### config.mk
export PLATFORM = sky130hd
export DESIGN_NAME = alu_seq_flat
export DESIGN_NICKNAME = d
export VERILOG_FILES = /design/src/rtl/alu_seq_if.sv /design/src/rtl/alu_seq.sv /design/src/flat_wrapper.sv
export SDC_FILE = /design/constraint.sdc
export NUM_CORES = 1
export LEC_CHECK = 0
export CORE_MARGIN = 2
export CORE_UTILIZATION = 59
export DETAILED_ROUTE_END_ITERATION = 6
export MAX_ROUTING_LAYER = met4
export PLACE_DENSITY = 0.95
export SLEW_MARGIN = 25
export SYNTH_ARGS = -nofsm -noshare
export SYNTH_HDL_FRONTEND = slang
export SYNTH_SLANG_ARGS = --single-unit
### constraint.sdc
create_clock -name clk -period 4.3 [get_ports clk]
set_input_delay 0.86 -clock clk [delete_from_list [all_inputs] [get_ports clk]]
set_output_delay 0.86 -clock clk [all_outputs]
set_load 0.02 [all_outputs]
### src/rtl/alu_seq_if.sv
// alu_seq_if: handshake bundle between the operand source and alu_seq.
//   in_valid/in_ready : operation offer / accept
//   op, a, b, shamt   : operation code, operands, shift amount
//   out_valid/out_ready : result offer / consume
//   out, flags        : registered result and {N,Z,C,V}
interface alu_seq_if #(
  parameter  int WIDTH = 8,
  localparam int SHW   = $clog2(WIDTH)
);
  logic             in_valid;
  logic             in_ready;
  logic [2:0]       op;
  logic [WIDTH-1:0] a;
  logic [WIDTH-1:0] b;
  logic [SHW-1:0]   shamt;
  logic             out_valid;
  logic             out_ready;
  logic [WIDTH-1:0] out;
  logic [3:0]       flags;

  modport master (
    output in_valid, op, a, b, shamt, out_ready,
    input  in_ready, out_valid, out, flags
  );

  modport slave (
    input  in_valid, op, a, b, shamt, out_ready,
    output in_ready, out_valid, out, flags
  );
endinterface

### src/rtl/alu_seq.sv
// alu_seq: handshaked ALU with registered result and N/Z/C/V flags.
// Shifts run one bit per cycle using the result register as working storage.
//   clk : clock, rising edge
//   rst : synchronous active-high reset
//   bus : alu_seq_if slave (operation in, result out)
module alu_seq #(
  parameter  int WIDTH = 8,
  localparam int SHW   = $clog2(WIDTH)
) (
  input  logic      clk,
  input  logic      rst,
  alu_seq_if.slave  bus
);

  typedef enum logic [2:0] {
    OP_ADD = 3'd0,
    OP_SUB = 3'd1,
    OP_NEG = 3'd2,
    OP_AND = 3'd3,
    OP_ORR = 3'd4,
    OP_EOR = 3'd5,
    OP_LSL = 3'd6,
    OP_LSR = 3'd7
  } op_e;

  typedef enum logic {
    IDLE  = 1'b0,
    SHIFT = 1'b1
  } state_e;

  state_e           r_state, w_state_d;
  logic [SHW-1:0]   r_cnt, w_cnt_d;
  logic             r_lsl, w_lsl_d;
  logic [WIDTH-1:0] r_out, w_out_d;
  logic [3:0]       r_flags, w_flags_d;
  logic             r_out_valid, w_out_valid_d;

  logic             w_in_ready;
  logic             w_accept;
  logic [WIDTH:0]   w_ext;
  logic [WIDTH-1:0] w_res;
  logic             w_c, w_v, w_done;

  assign w_in_ready = !rst && (r_state == IDLE) && (!r_out_valid || bus.out_ready);
  assign w_accept   = bus.in_valid && w_in_ready;

  assign bus.in_ready  = w_in_ready;
  assign bus.out_valid = r_out_valid;
  assign bus.out       = r_out;
  assign bus.flags     = r_flags;

  always_comb begin
    w_state_d     = r_state;
    w_cnt_d       = r_cnt;
    w_lsl_d       = r_lsl;
    w_out_d       = r_out;
    w_flags_d     = r_flags;
    w_out_valid_d = r_out_valid && !bus.out_ready;
    w_ext         = '0;
    w_res         = '0;
    w_c           = 1'b0;
    w_v           = 1'b0;
    w_done        = 1'b0;

    unique case (r_state)
      IDLE: begin
        if (w_accept) begin
          case (op_e'(bus.op))
            OP_ADD: begin
              w_ext  = {1'b0, bus.a} + {1'b0, bus.b};
              w_res  = w_ext[WIDTH-1:0];
              w_c    = w_ext[WIDTH];
              w_v    = (bus.a[WIDTH-1] == bus.b[WIDTH-1]) && (w_res[WIDTH-1] != bus.a[WIDTH-1]);
              w_done = 1'b1;
            end
            OP_SUB: begin
              // Carry is NOT borrow: set when a >= b unsigned.
              w_ext  = {1'b0, bus.a} - {1'b0, bus.b};
              w_res  = w_ext[WIDTH-1:0];
              w_c    = ~w_ext[WIDTH];
              w_v    = (bus.a[WIDTH-1] != bus.b[WIDTH-1]) && (w_res[WIDTH-1] != bus.a[WIDTH-1]);
              w_done = 1'b1;
            end
            OP_NEG: begin w_res = ~bus.b;         w_done = 1'b1; end
            OP_AND: begin w_res = bus.a & bus.b;  w_done = 1'b1; end
            OP_ORR: begin w_res = bus.a | bus.b;  w_done = 1'b1; end
            OP_EOR: begin w_res = bus.a ^ bus.b;  w_done = 1'b1; end
            OP_LSL, OP_LSR: begin
              w_res = bus.a;
              if (bus.shamt == '0) begin
                w_done = 1'b1;
              end else begin
                // Load the working register; flags stay put until the last step.
                w_out_d       = bus.a;
                w_cnt_d       = bus.shamt;
                w_lsl_d       = (op_e'(bus.op) == OP_LSL);
                w_state_d     = SHIFT;
                w_out_valid_d = 1'b0;
              end
            end
          endcase
        end
      end
      SHIFT: begin
        if (r_lsl) begin
          w_res = r_out << 1;
          w_c   = r_out[WIDTH-1];
        end else begin
          w_res = r_out >> 1;
          w_c   = r_out[0];
        end
        w_out_d = w_res;
        w_cnt_d = r_cnt - 1'b1;
        if (r_cnt == SHW'(1)) begin
          w_done    = 1'b1;
          w_state_d = IDLE;
        end
      end
    endcase

    if (w_done) begin
      w_out_d       = w_res;
      w_flags_d     = {w_res[WIDTH-1], (w_res == '0), w_c, w_v};
      w_out_valid_d = 1'b1;
    end
  end

  always_ff @(posedge clk) begin
    if (rst) begin
      r_state     <= IDLE;
      r_cnt       <= '0;
      r_lsl       <= 1'b0;
      r_out       <= '0;
      r_flags     <= '0;
      r_out_valid <= 1'b0;
    end else begin
      r_state     <= w_state_d;
      r_cnt       <= w_cnt_d;
      r_lsl       <= w_lsl_d;
      r_out       <= w_out_d;
      r_flags     <= w_flags_d;
      r_out_valid <= w_out_valid_d;
    end
  end

endmodule

### src/flat_wrapper.sv
// flat-port wrapper written by rule: the top's interface ports become plain ports
module alu_seq_flat 
#(
  parameter  int WIDTH = 8,
  localparam int SHW   = $clog2(WIDTH)
)
  (clk, rst, bus_in_valid, bus_op, bus_a, bus_b, bus_shamt, bus_out_ready, bus_in_ready, bus_out_valid, bus_out, bus_flags);
  alu_seq_if #(.WIDTH(WIDTH)) bus_i ();
  input  logic clk;
  input  logic rst;
  input wire logic [$bits(bus_i.in_valid)-1:0] bus_in_valid;
  input wire logic [$bits(bus_i.op)-1:0] bus_op;
  input wire logic [$bits(bus_i.a)-1:0] bus_a;
  input wire logic [$bits(bus_i.b)-1:0] bus_b;
  input wire logic [$bits(bus_i.shamt)-1:0] bus_shamt;
  input wire logic [$bits(bus_i.out_ready)-1:0] bus_out_ready;
  output wire logic [$bits(bus_i.in_ready)-1:0] bus_in_ready;
  output wire logic [$bits(bus_i.out_valid)-1:0] bus_out_valid;
  output wire logic [$bits(bus_i.out)-1:0] bus_out;
  output wire logic [$bits(bus_i.flags)-1:0] bus_flags;
  assign bus_i.in_valid = bus_in_valid;
  assign bus_i.op = bus_op;
  assign bus_i.a = bus_a;
  assign bus_i.b = bus_b;
  assign bus_i.shamt = bus_shamt;
  assign bus_i.out_ready = bus_out_ready;
  assign bus_in_ready = bus_i.in_ready;
  assign bus_out_valid = bus_i.out_valid;
  assign bus_out = bus_i.out;
  assign bus_flags = bus_i.flags;
  alu_seq #(.WIDTH(WIDTH)) u_core (.clk(clk), .rst(rst), .bus(bus_i));
endmodule
---- Word-level counts from Yosys, hierarchy flattened ----
Cells that the tools add are included.
cells by class
  bitwise logic cells ..................... 7
  add/subtract/negate cells ............... 3
  equal/unequal tests ..................... 18
  mux-type cells .......................... 35
  reduce and logical (&&, ||, !) cells .... 18
operator list
  cell                count
  $pmux 8 s7          1
  $mux 8              6
  $pmux 8 s2          2
  $mux 1              16
  $eq 3x3->1 const B  4
  $pmux 1 s2          6
  $add 8x8->9         1
  $mux 3              3
  $sub 8x8->9         1
  $and 8x8->8         1
  $logic_not 8->1     1
  $not 8->8           1
  $or 8x8->8          1
  $xor 8x8->8         1
  $eq 3x1->1 const B  2
  $eq 3x2->1 const B  2
  $logic_and 1x1->1   6
  $logic_not 3->1     2
  $ne 3x2->1 const B  2
  $pmux 3 s2          1
  $reduce_and 3->1    2
  $reduce_or 6->1     1
  $ne 2x2->1 const B  2
  $reduce_and 4->1    1
  other kinds (9)     15
storage, ports and cells
  output and inout port bits .............. 14
  word-level logic and storage cells ...... 87
  input bits .............................. 26
  register bits after elaboration ......... 18

---- Logic depth before layout (Yosys ltp) ----
Gate-level depths: netlist of run 1.
  depth after elaboration ................. 8
  depth in mapped cells ................... 10

---- Least setup slack after synthesis of run 1 ----
Ideal clock, no wire load.
  path kind ............................... input -> register
  from .................................... in bus_b[4]
  to ...................................... reg u_core.r_flags[2] (netlist: u_core.bus.flags[2])
  buffers on the path ..................... 1
  path slack .............................. 1.475 ns
  setup time .............................. 0.061 ns
  data required time ...................... 4.239 ns
  data arrival time ....................... 2.764 ns
  stages .................................. 10
  cell sequence ........................... inv_1 -> ha_1 -> buf_6 -> nor2_2 -> a221o_1 -> o211a_1 -> or3_1 -> o2111a_1 -> and4bb_1 -> a32o_1
between the ends
  word-level cells in the longest chain between the ends .. 5
RTL lines
  element                                    line                source
  from (decl)                                flat_wrapper.sv:14  input wire logic [$bits(bus_i.b)-1:0] bus_b;
  $sub 8x8->9, or another cell as far along  alu_seq.sv:78       w_ext = {1'b0, bus.a} - {1'b0, bus.b};
  $pmux 8 s7 (*)                             alu_seq.sv:68       case (op_e'(bus.op))
  $mux 8 (*)                                 alu_seq.sv:67       if (w_accept) begin
  $pmux 8 s2 (*)                             alu_seq.sv:65       unique case (r_state)
  $logic_not 8->1 (*)                        alu_seq.sv:123      w_flags_d = {w_res[WIDTH-1], (w_res == '0), w_c, w_v};
  to (signal assigned)                       alu_seq.sv:141      r_flags <= w_flags_d;
  to (decl)                                  alu_seq.sv:35       logic [3:0] r_flags, w_flags_d;
Mark *: on every way between the ends. The rest lies on a longest branch, timed or not.
A chain may end at the register's enable or synchronous reset.

---- Worst setup path after layout of run 1 ----
  from .................................... in bus_a[4]
  to ...................................... reg u_core.r_flags[2] (netlist: u_core.bus.flags[2])
between the ends
  word-level cells in the longest chain between the ends .. 5
RTL lines
  element                                    line                source
  from (decl)                                flat_wrapper.sv:13  input wire logic [$bits(bus_i.a)-1:0] bus_a;
  $sub 8x8->9, or another cell as far along  alu_seq.sv:78
  $pmux 8 s7 (*)                             alu_seq.sv:68
  $mux 8 (*)                                 alu_seq.sv:67
  $pmux 8 s2 (*)                             alu_seq.sv:65
  $logic_not 8->1 (*)                        alu_seq.sv:123
Marks and branches as above.

==> results.md, run 1 <==
- The number of synthesized flops with an enable pin is 0.
- TritonCTS built the clock tree.
- The initial antenna violation count was 0.
- STA classifies the critical path endpoint as a flop.
- Once detailed placement completed, the half-perimeter wirelength came to 5280 um.
- Clock latency on the worst-skew pair, taken at its later pin, is 0.26 ns.
- Synthesis produced 348 cells.
- In this run the number of H-tree levels came out at 1.
- In this run the worst setup path begins at bus_a[4].
- The final-report max-slew violation count came to 0.
- The number of optimization iterations in the first detailed-route pass is 6.
- Measured along the x axis, the die boundary spans 69.3 um.
- The share of the Yosys chip area taken by registers is 14.3%.
- In the synthesized netlist, mux cells make up 2.88% of the area.
- The flow ran to the end, and the final reports show no timing, DRC or antenna violations.
- The hold violation total from the final report is 0.
- In this run the remaining antenna-violating nets after routing total 0.
- For the worst setup path, the data required time is 4.51 ns.
- The core footprint is 4060 sq um.
- The post-route netlist has 6.20% of its cells at a drive strength greater than 1.
- Buffers added to address setup during post-CTS repair amount to 0.
- Headroom to the max-slew limit came out at 49.5%.
- The launching element type of the critical path is a primary input.
- CTS placed an instance of sky130_fd_sc_hd__clkbuf_8 at the clock tree root.
- Entering global routing, the biggest net connects 31 pins.
- Along the worst path, the maximum fanout reaches 14.
- Setup repair after global routing left no endpoint under its margin.
- Once the clock tree was built, the resizer swapped 0 gates to a different size.
- The share of the clock period used by the worst path is 80.7%.
- The total overflow left after global routing is 0.
- Of the total synthesized cell area, the portion taken by full adders, half adders and majority gates is 14.5%.
- The initial cell density of the core is 62.0%.
- The number of antenna diodes in the final layout is 0.
- In this run the static leakage power is 1.18 nW.
- The first-pass GRT wire length is 11600 um.
- Counting every sink on the clock net gives 18.
- The number of I/O pins is 40.
- The final route contains 2691 vias.
- The sum of negative setup slack is 0 ns.
- The transition time of the tightest slew-check pin is 0.751 ns.
- Counting along the longest clock path gives a buffer depth of 2.
- The upper clock frequency limit is 0.288 GHz.
- Summing the areas of all compound-gate instances in the mapped netlist gives 30.6% of the synthesized area.
- In the synthesized netlist the async set-or-reset flop fraction comes to 0%.
- The worst ir drop on vdd is 0.000126 V.
- In this run the most critical hold path is launched from u_core.bus.flags[0].
- The number of different library cells in the post-synthesis netlist is 64.
- The global routing usage summed across all routing layers is 29.5%.
- Global routing used 38.1% of the available met1 tracks.
- The total of warnings raised by yosys is 0.
- In this run the most used layer during global routing was met2.
- The sequential cells in the finished layout cover a total of 360 sq um.
- After synthesis the netlist holds a flip-flop and latch count of 18.
- The total DRC errors in the routed layout is 0.
- After detailed routing, the number of vias per cell comes to 6.39.
- The netlist area before placement is 2520 sq um.
- Max-cap violations in this run came to 0.
- Input and output buffers added on the ports amount to 39.
- The hold slack is 0.475 ns.
- The net count after synthesis is 402.
- The worst setup path is of the in2reg kind.
- Summing all multi-input logic gate instances after layout gives 1880 sq um.
- After the first detailed-routing iteration, the DRC count stood at 369.
- The met3 routing resource usage after global routing is 4.07%.
- After the last flow step, the layout net total stands at 426.
- The number of buffers added by the clock tree synthesis step is 3.
- The y dimension of the die is 69.3 um.
- Counting the fill cells in the layout gives 325.
- The number of global-route vias before repair came to 2509.
- Power spread over the standard cell area amounts to 214 nW/um^2.
- Setup violations remaining at the end of the flow were counted as 0.
- Clock-pin slew was measured on the worst setup and hold paths at 0.07 ns.
- The synthesized netlist devotes 3.13% of its cell area to XOR and XNOR gates.
- Hold repair after CTS inserted 0 buffers.
- The main combinational cell family by area after synthesis is compound AO/OA/AOI/OAI gates.
- Dividing the detail-routed wire length by the instance count gives 16.6 um.
- In this run the core area contains 23 standard-cell rows.
- The die covers 4810 sq um.
- Data on the critical path arrives at its endpoint at 3.68 ns.
- The last weighted congestion value of the routability-driven placer is 0.992.
- The top flip-flop cell by instance count after synthesis is sky130_fd_sc_hd__dfxtp_1.
- The layout overhead on the synthesized area is 15.4%.
- On the final layout, the worst clock skew is 0.000972 ns.
- The final wirelength is 6990 um.
- The startpoint identified for the worst register-to-register timing path is u_core.r_state.
- The area share of and/or/nand/nor cells after synthesis is 23.7%.
- For met2 alone, demand over resource in global routing was 49.9%.
- A synthesized cell averages 7.23 sq um.
- The post-layout minimum cycle time is 3.47 ns.
- The class of the worst hold path is reg2reg.
metal layers:
layer,part of all wire (%),wire length [um],up-vias
li1,-,-,1289
met1,42,2950,1243
met2,48,3340,140
met3,8.5,594,19
met4,1.6,110,0
met5,0,0,-
cell type report:
class,instances,share of cell area (%)
multi-input cells,276,64.8
well taps,50,2.15
flip-flops and latches,18,12.4
repair buffers,46,15.2
clock buffers,4,1.89
inverters,27,3.49
through the flow:
step | instances | worst slack (ns) | util, % | instance area [sq um] | total power (W)
floorplan | 348 | 1.47 | - | 2520 | 0.000392
detailed placement | 417 | 0.589 | 70.2 | 2850 | 0.000477
global route | 421 | 0.722 | 71.6 | 2910 | 0.000659
global placement | 417 | 0.680 | 70.2 | 2850 | 0.000469
CTS | 421 | 0.854 | 71.6 | 2910 | 0.000616
finish | 421 | 0.829 | 71.6 | 2910 | 0.000622
synthesized netlist by cell type, types with 7 or more instances:
library cell | count | share of area [%]
sky130_fd_sc_hd__dfxtp_1 | 18 | 14
sky130_fd_sc_hd__o21ai_0 | 17 | 3.4
sky130_fd_sc_hd__xnor2_1 | 7 | 2.4
sky130_fd_sc_hd__nor2b_1 | 11 | 2.7
sky130_fd_sc_hd__nor3_1 | 21 | 4.2
sky130_fd_sc_hd__clkbuf_1 | 10 | 1.5
sky130_fd_sc_hd__a21oi_1 | 40 | 8.0
sky130_fd_sc_hd__inv_1 | 27 | 4.0
sky130_fd_sc_hd__nand2_1 | 23 | 3.4
sky130_fd_sc_hd__nor2_1 | 36 | 5.4
sky130_fd_sc_hd__ha_1 | 26 | 13
sky130_fd_sc_hd__a31oi_1 | 7 | 1.7
power breakdown:
part / switching (W) / leakage (nW) / total, W / internal, W
registers: 0.0000125 / 0.147 / 0.000190 / 0.000178
clock network: 0.0000605 / 0.0288 / 0.000142 / 0.0000815
logic: 0.000164 / 1.00 / 0.000290 / 0.000127
cells in the final DEF, fill, tap and decap left out, types with 7 or more instances in the layout:
master / Yosys / layout
sky130_fd_sc_hd__inv_1: 27 / 27
sky130_fd_sc_hd__nor3_1: 21 / 21
sky130_fd_sc_hd__ha_1: 26 / 26
sky130_fd_sc_hd__clkdlybuf4s50_1: 0 / 39
sky130_fd_sc_hd__nand2_1: 23 / 23
sky130_fd_sc_hd__nor2b_1: 11 / 11
sky130_fd_sc_hd__nor2_1: 36 / 36
sky130_fd_sc_hd__buf_4: 5 / 7
sky130_fd_sc_hd__o21ai_0: 17 / 17
sky130_fd_sc_hd__xnor2_1: 7 / 7
sky130_fd_sc_hd__a21oi_1: 40 / 40
sky130_fd_sc_hd__a31oi_1: 7 / 7
sky130_fd_sc_hd__dfxtp_1: 18 / 18
final timing paths:
path / slack [ns] / end / cells after the start
worst max-delay path: 0.83 / u_core.bus.flags[2] / 10
worst min-delay path: 0.47 / u_core.bus.flags[0] / 2
worst max register to register: 1.98 / u_core.bus.out[3] / 8
worst min register to register: 0.47 / u_core.bus.flags[0] / 2
worst max-delay path: stages:
cell and delay (ns):
sky130_fd_sc_hd__clkdlybuf4s50_1 0.54, sky130_fd_sc_hd__inv_1 0.10, sky130_fd_sc_hd__ha_1 0.55, sky130_fd_sc_hd__and2b_4 0.24, sky130_fd_sc_hd__a221o_1 0.32, sky130_fd_sc_hd__o211a_1 0.22, sky130_fd_sc_hd__or3_1 0.31, sky130_fd_sc_hd__o2111a_1 0.15
sky130_fd_sc_hd__and4bb_1 0.27, sky130_fd_sc_hd__a32o_1 0.12
registers in the layout, summed over array words and instances (netlist names):
register and cells:
u_core.bus.flags 4, u_core.bus.out 8, u_core.bus.out_valid 1, u_core.r_cnt 3, u_core.r_lsl 1, u_core.r_state 1
cell families after synthesis:
| logic type | Yosys count |
|---|---|
| flip-flops | 18 |
| multiplexers | 7 |
| XOR/XNOR | 9 |
| AO/OA/AOI/OAI | 112 |
| adder cells (fa/ha/maj) | 28 |
| AND/OR/NAND/NOR | 120 |
| buffers and inverters | 54 |
Power figures use the tool's default switching activity.
==> inputs of run 2 (changes only) <==
--- a/config.mk
+++ b/config.mk
@@ -6,10 +6,10 @@
 export NUM_CORES = 1
 export LEC_CHECK = 0
 export CORE_MARGIN = 2
-export CORE_UTILIZATION = 59
+export CORE_UTILIZATION = 50
 export DETAILED_ROUTE_END_ITERATION = 6
 export MAX_ROUTING_LAYER = met4
-export PLACE_DENSITY = 0.95
+export PLACE_DENSITY = 0.87
 export SLEW_MARGIN = 25
 export SYNTH_ARGS = -nofsm -noshare
 export SYNTH_HDL_FRONTEND = slang
==> constraint.sdc (replaced) <==
create_clock -name clk -period 3 [get_ports clk]
set_input_delay 0.6 -clock clk [delete_from_list [all_inputs] [get_ports clk]]
set_output_delay 0.6 -clock clk [all_outputs]
set_load 0.02 [all_outputs]
==> run 2 against run 1 <==
  * Clock power up 40%
  * Power up 53%
  * Setup slack worse by 0.72 ns
  * Non-clock buffer count up 46
  * First-iteration DRC count down 11%
  * Die area up 17%
  * Hold slack better by 0.0056 ns
==> results.md, run 2 (synthesis results as in run 1) <==
- The flow ran to the end, and the final reports show no timing, DRC or antenna violations.
- The share of total power in the clock network is 20.9%.
- The first-pass GRT wire length is 12100 um.
- The routed length per instance is 15.2 um.
- Cells fill 69.2% of the core in the end.
- The initial antenna violation count is 0.
- In this run the critical register-to-register path is launched from u_core.r_lsl.
- Measured against its own limit, the worst slew margin works out to 64.2%.
- Setup repair after global routing left no endpoint under its margin.
- The critical path is of the in2reg type.
- The worst setup path is launched from a primary input.
- The worst-skew pair later-pin latency is 0.25 ns.
- The final-report max-slew violation count is 0.
- STA classifies the critical path endpoint as a flop.
- The worst endpoint required time is 3.20 ns.
- The diode insertion count for antenna repair is 0.
- The final count of negative-setup-slack endpoints is 0.
- The number of I/O pins is 40.
- Power spread over the standard cell area amounts to 288 nW/um^2.
- Of the total power, the share spent switching nets is 36.6%.
- In the routed design, unresolved DRC markers number 0.
- In this run the number of H-tree levels came out at 1.
- Of the cells placed in the final design, the portion with a size suffix greater than 1 is 17.7%.
- The sequential share of power is 28.6%.
- The initialized floorplan defines 25 standard-cell rows.
- The slowest library cell on the worst path is sky130_fd_sc_hd__clkdlybuf4s50_1.
- Walking the worst path, the cells encountered are clkdlybuf4s50_1, inv_1, ha_1, fa_2, o21bai_1, a2111oi_2, xor2_1, a211o_1, o2111a_1, and4bb_1, a32o_1.
- Summed over all nets, the switching power comes to 0.000350 W.
- Buffers inserted to repair hold after CTS numbered 0.
- Power comes to 0.000955 W.
- The final layout contains routed wiring with a total length of 7370 um.
- Across all hold checks on the routed design, the worst slack comes to 0.480 ns.
- The post-layout minimum cycle time is 2.89 ns.
- For this run, the total global-route usage over all layers was measured as 28.2%.
- The number of global-route vias before repair was 2687.
- The via count normalized by instance count is 5.88.
- The die covers 5620 sq um.
- In this run the post-CTS setup repair buffer count came out at 0.
- The clock tree from TritonCTS is yes.
- The core footprint is 4790 sq um.
- The worst-path maximum fanout is 3.
- The clock net sink count is 18.
- In the layout the commonest cells are sky130_fd_sc_hd__buf_4 (52), sky130_fd_sc_hd__a21oi_1 (39), sky130_fd_sc_hd__clkdlybuf4s50_1 (39).
- The setup check on the worst reg-to-reg path leaves a slack of 1.08 ns.
- For the pin with the worst max-slew slack, the measured transition is 0.536 ns.
- The instance count along the most critical hold path is 2.
- The register with the most flip-flops in the layout has 8 of them.
- The max capacitance violation total is 0.
- The static power due to leakage is 1.40 nW.
- The number of buffers added by the clock tree synthesis step is 3.
- The initial utilization of the core area, before any placement, comes to 52.6%.
- The number of gates resized after CTS was 0.
- From bottom edge to top edge, the die measures 75.0 um.
- After clock tree synthesis, the clock-pin slew on the worst setup and hold paths is 0.07 ns.
- In this run, the combinational gates consume 50.5% of the power.
- The layout overhead on the synthesized area is 31.6%.
- The number of design-rule violations left by the first detailed-router iteration is 328.
- The family with the most delay on the worst path is compound AO/OA/AOI/OAI gates.
- The most common cell after layout, fill and taps aside is sky130_fd_sc_hd__buf_4.
- The logic depth of the worst path, buffers included is 11.
- Together, buffers and inverters on the worst path number 2.
- The worst hold path begins at u_core.bus.flags[0].
- The end of the worst register-to-register path is u_core.bus.flags[2].
- For hold timing, the worst endpoint is u_core.bus.flags[0].
- The sum of overflow across all layers after global routing is 0.
- IR analysis of the VDD net gives a maximum drop of 0.000244 V.
- The sum of negative setup slack is 0 ns.
- The biggest cell delay along the critical path is 0.51 ns.
- The clock tree root driver cell is sky130_fd_sc_hd__clkbuf_8.
- The largest net degree at the start of global routing is 27.
- The hold violation total from the final report is 0.
- After legalization and detailed placement, the total HPWL measured 5760 um.
- The class of the worst hold path is reg2reg.
- Routability-driven placement finished with a final weighted congestion of 1.01.
- The post-route clock skew is 0.00175 ns.
- The via count is 2845.
- The placed cell count is 480.
- Data arrives at the worst endpoint at 3.09 ns.
- The post-detailed-route count of antenna-violating nets is 0.
- The final cell count without fillers is 484.
- The number of optimization iterations in the first detailed-route pass is 5.
- The die width is 75.0 um.
- No sink is reached through more buffers than the 2 on the longest clock path.
- The quantity of I/O buffers inserted on ports is 39.
- The cell count of the worst reg-to-reg path is 7.
- The number of nets in the final layout is 472.
- The cell-internal power is 0.000605 W.
- The share of the clock period used by the worst path is 96.3%.
- The upper clock frequency limit is 0.346 GHz.
==> run 2: per-stage QoR <==
stage               worst slack (ns)  area, sq um
floorplan                      0.435         2520
global placement              -0.187         3230
CTS                           0.0142         3280
detailed placement            -0.250         3230
finish                         0.110         3310
global route                  0.0102         3310
==> run 2: tightest hold or removal path, cell delays in order, from the launching register on <==
cell	delay [ns]
sky130_fd_sc_hd__dfxtp_1	0.32
sky130_fd_sc_hd__nand2_1	0.06
sky130_fd_sc_hd__a21oi_1	0.05
==> run 2: worst max path at each step <==
stage,from,endpoint
final,bus_a[0],u_core.bus.flags[2]
after global routing,bus_b[2],u_core.bus.flags[2]
after CTS,bus_a[4],u_core.bus.flags[2]
after detailed placement,bus_a[4],u_core.bus.flags[2]
after global placement,bus_b[4],u_core.bus.flags[2]
after floorplan,bus_b[4],u_core.bus.flags[2]
==> run 2: cell type report <==
cell class,instances,area (sq um)
flip-flops and latches,18,360
inverters,27,101
fillers,390,1470
multi-input cells,276,1910
well taps,67,83.8
clock buffers,4,55.1
repair buffers,92,801
==> run 2: power by group through the flow <==
stage / registers [W] / logic [W] / clock network, W
6_report: 0.000273 / 0.000482 / 0.000199
5_1_grt: 0.000275 / 0.000527 / 0.000211
4_1_cts: 0.000272 / 0.000470 / 0.000202
3_5_place_dp: 0.000277 / 0.000465 / 0
3_3_place_gp: 0.000276 / 0.000452 / 0
2_1_floorplan: 0.000288 / 0.000273 / 0
==> run 2: layer usage <==
metal,global-route usage (%),vias to the layer above,routed length [um]
met4,7.94,0,187
met1,35.8,1308,3140
li1,-,1384,-
met2,46.5,127,3550
met3,4.15,26,496
met5,-,-,0
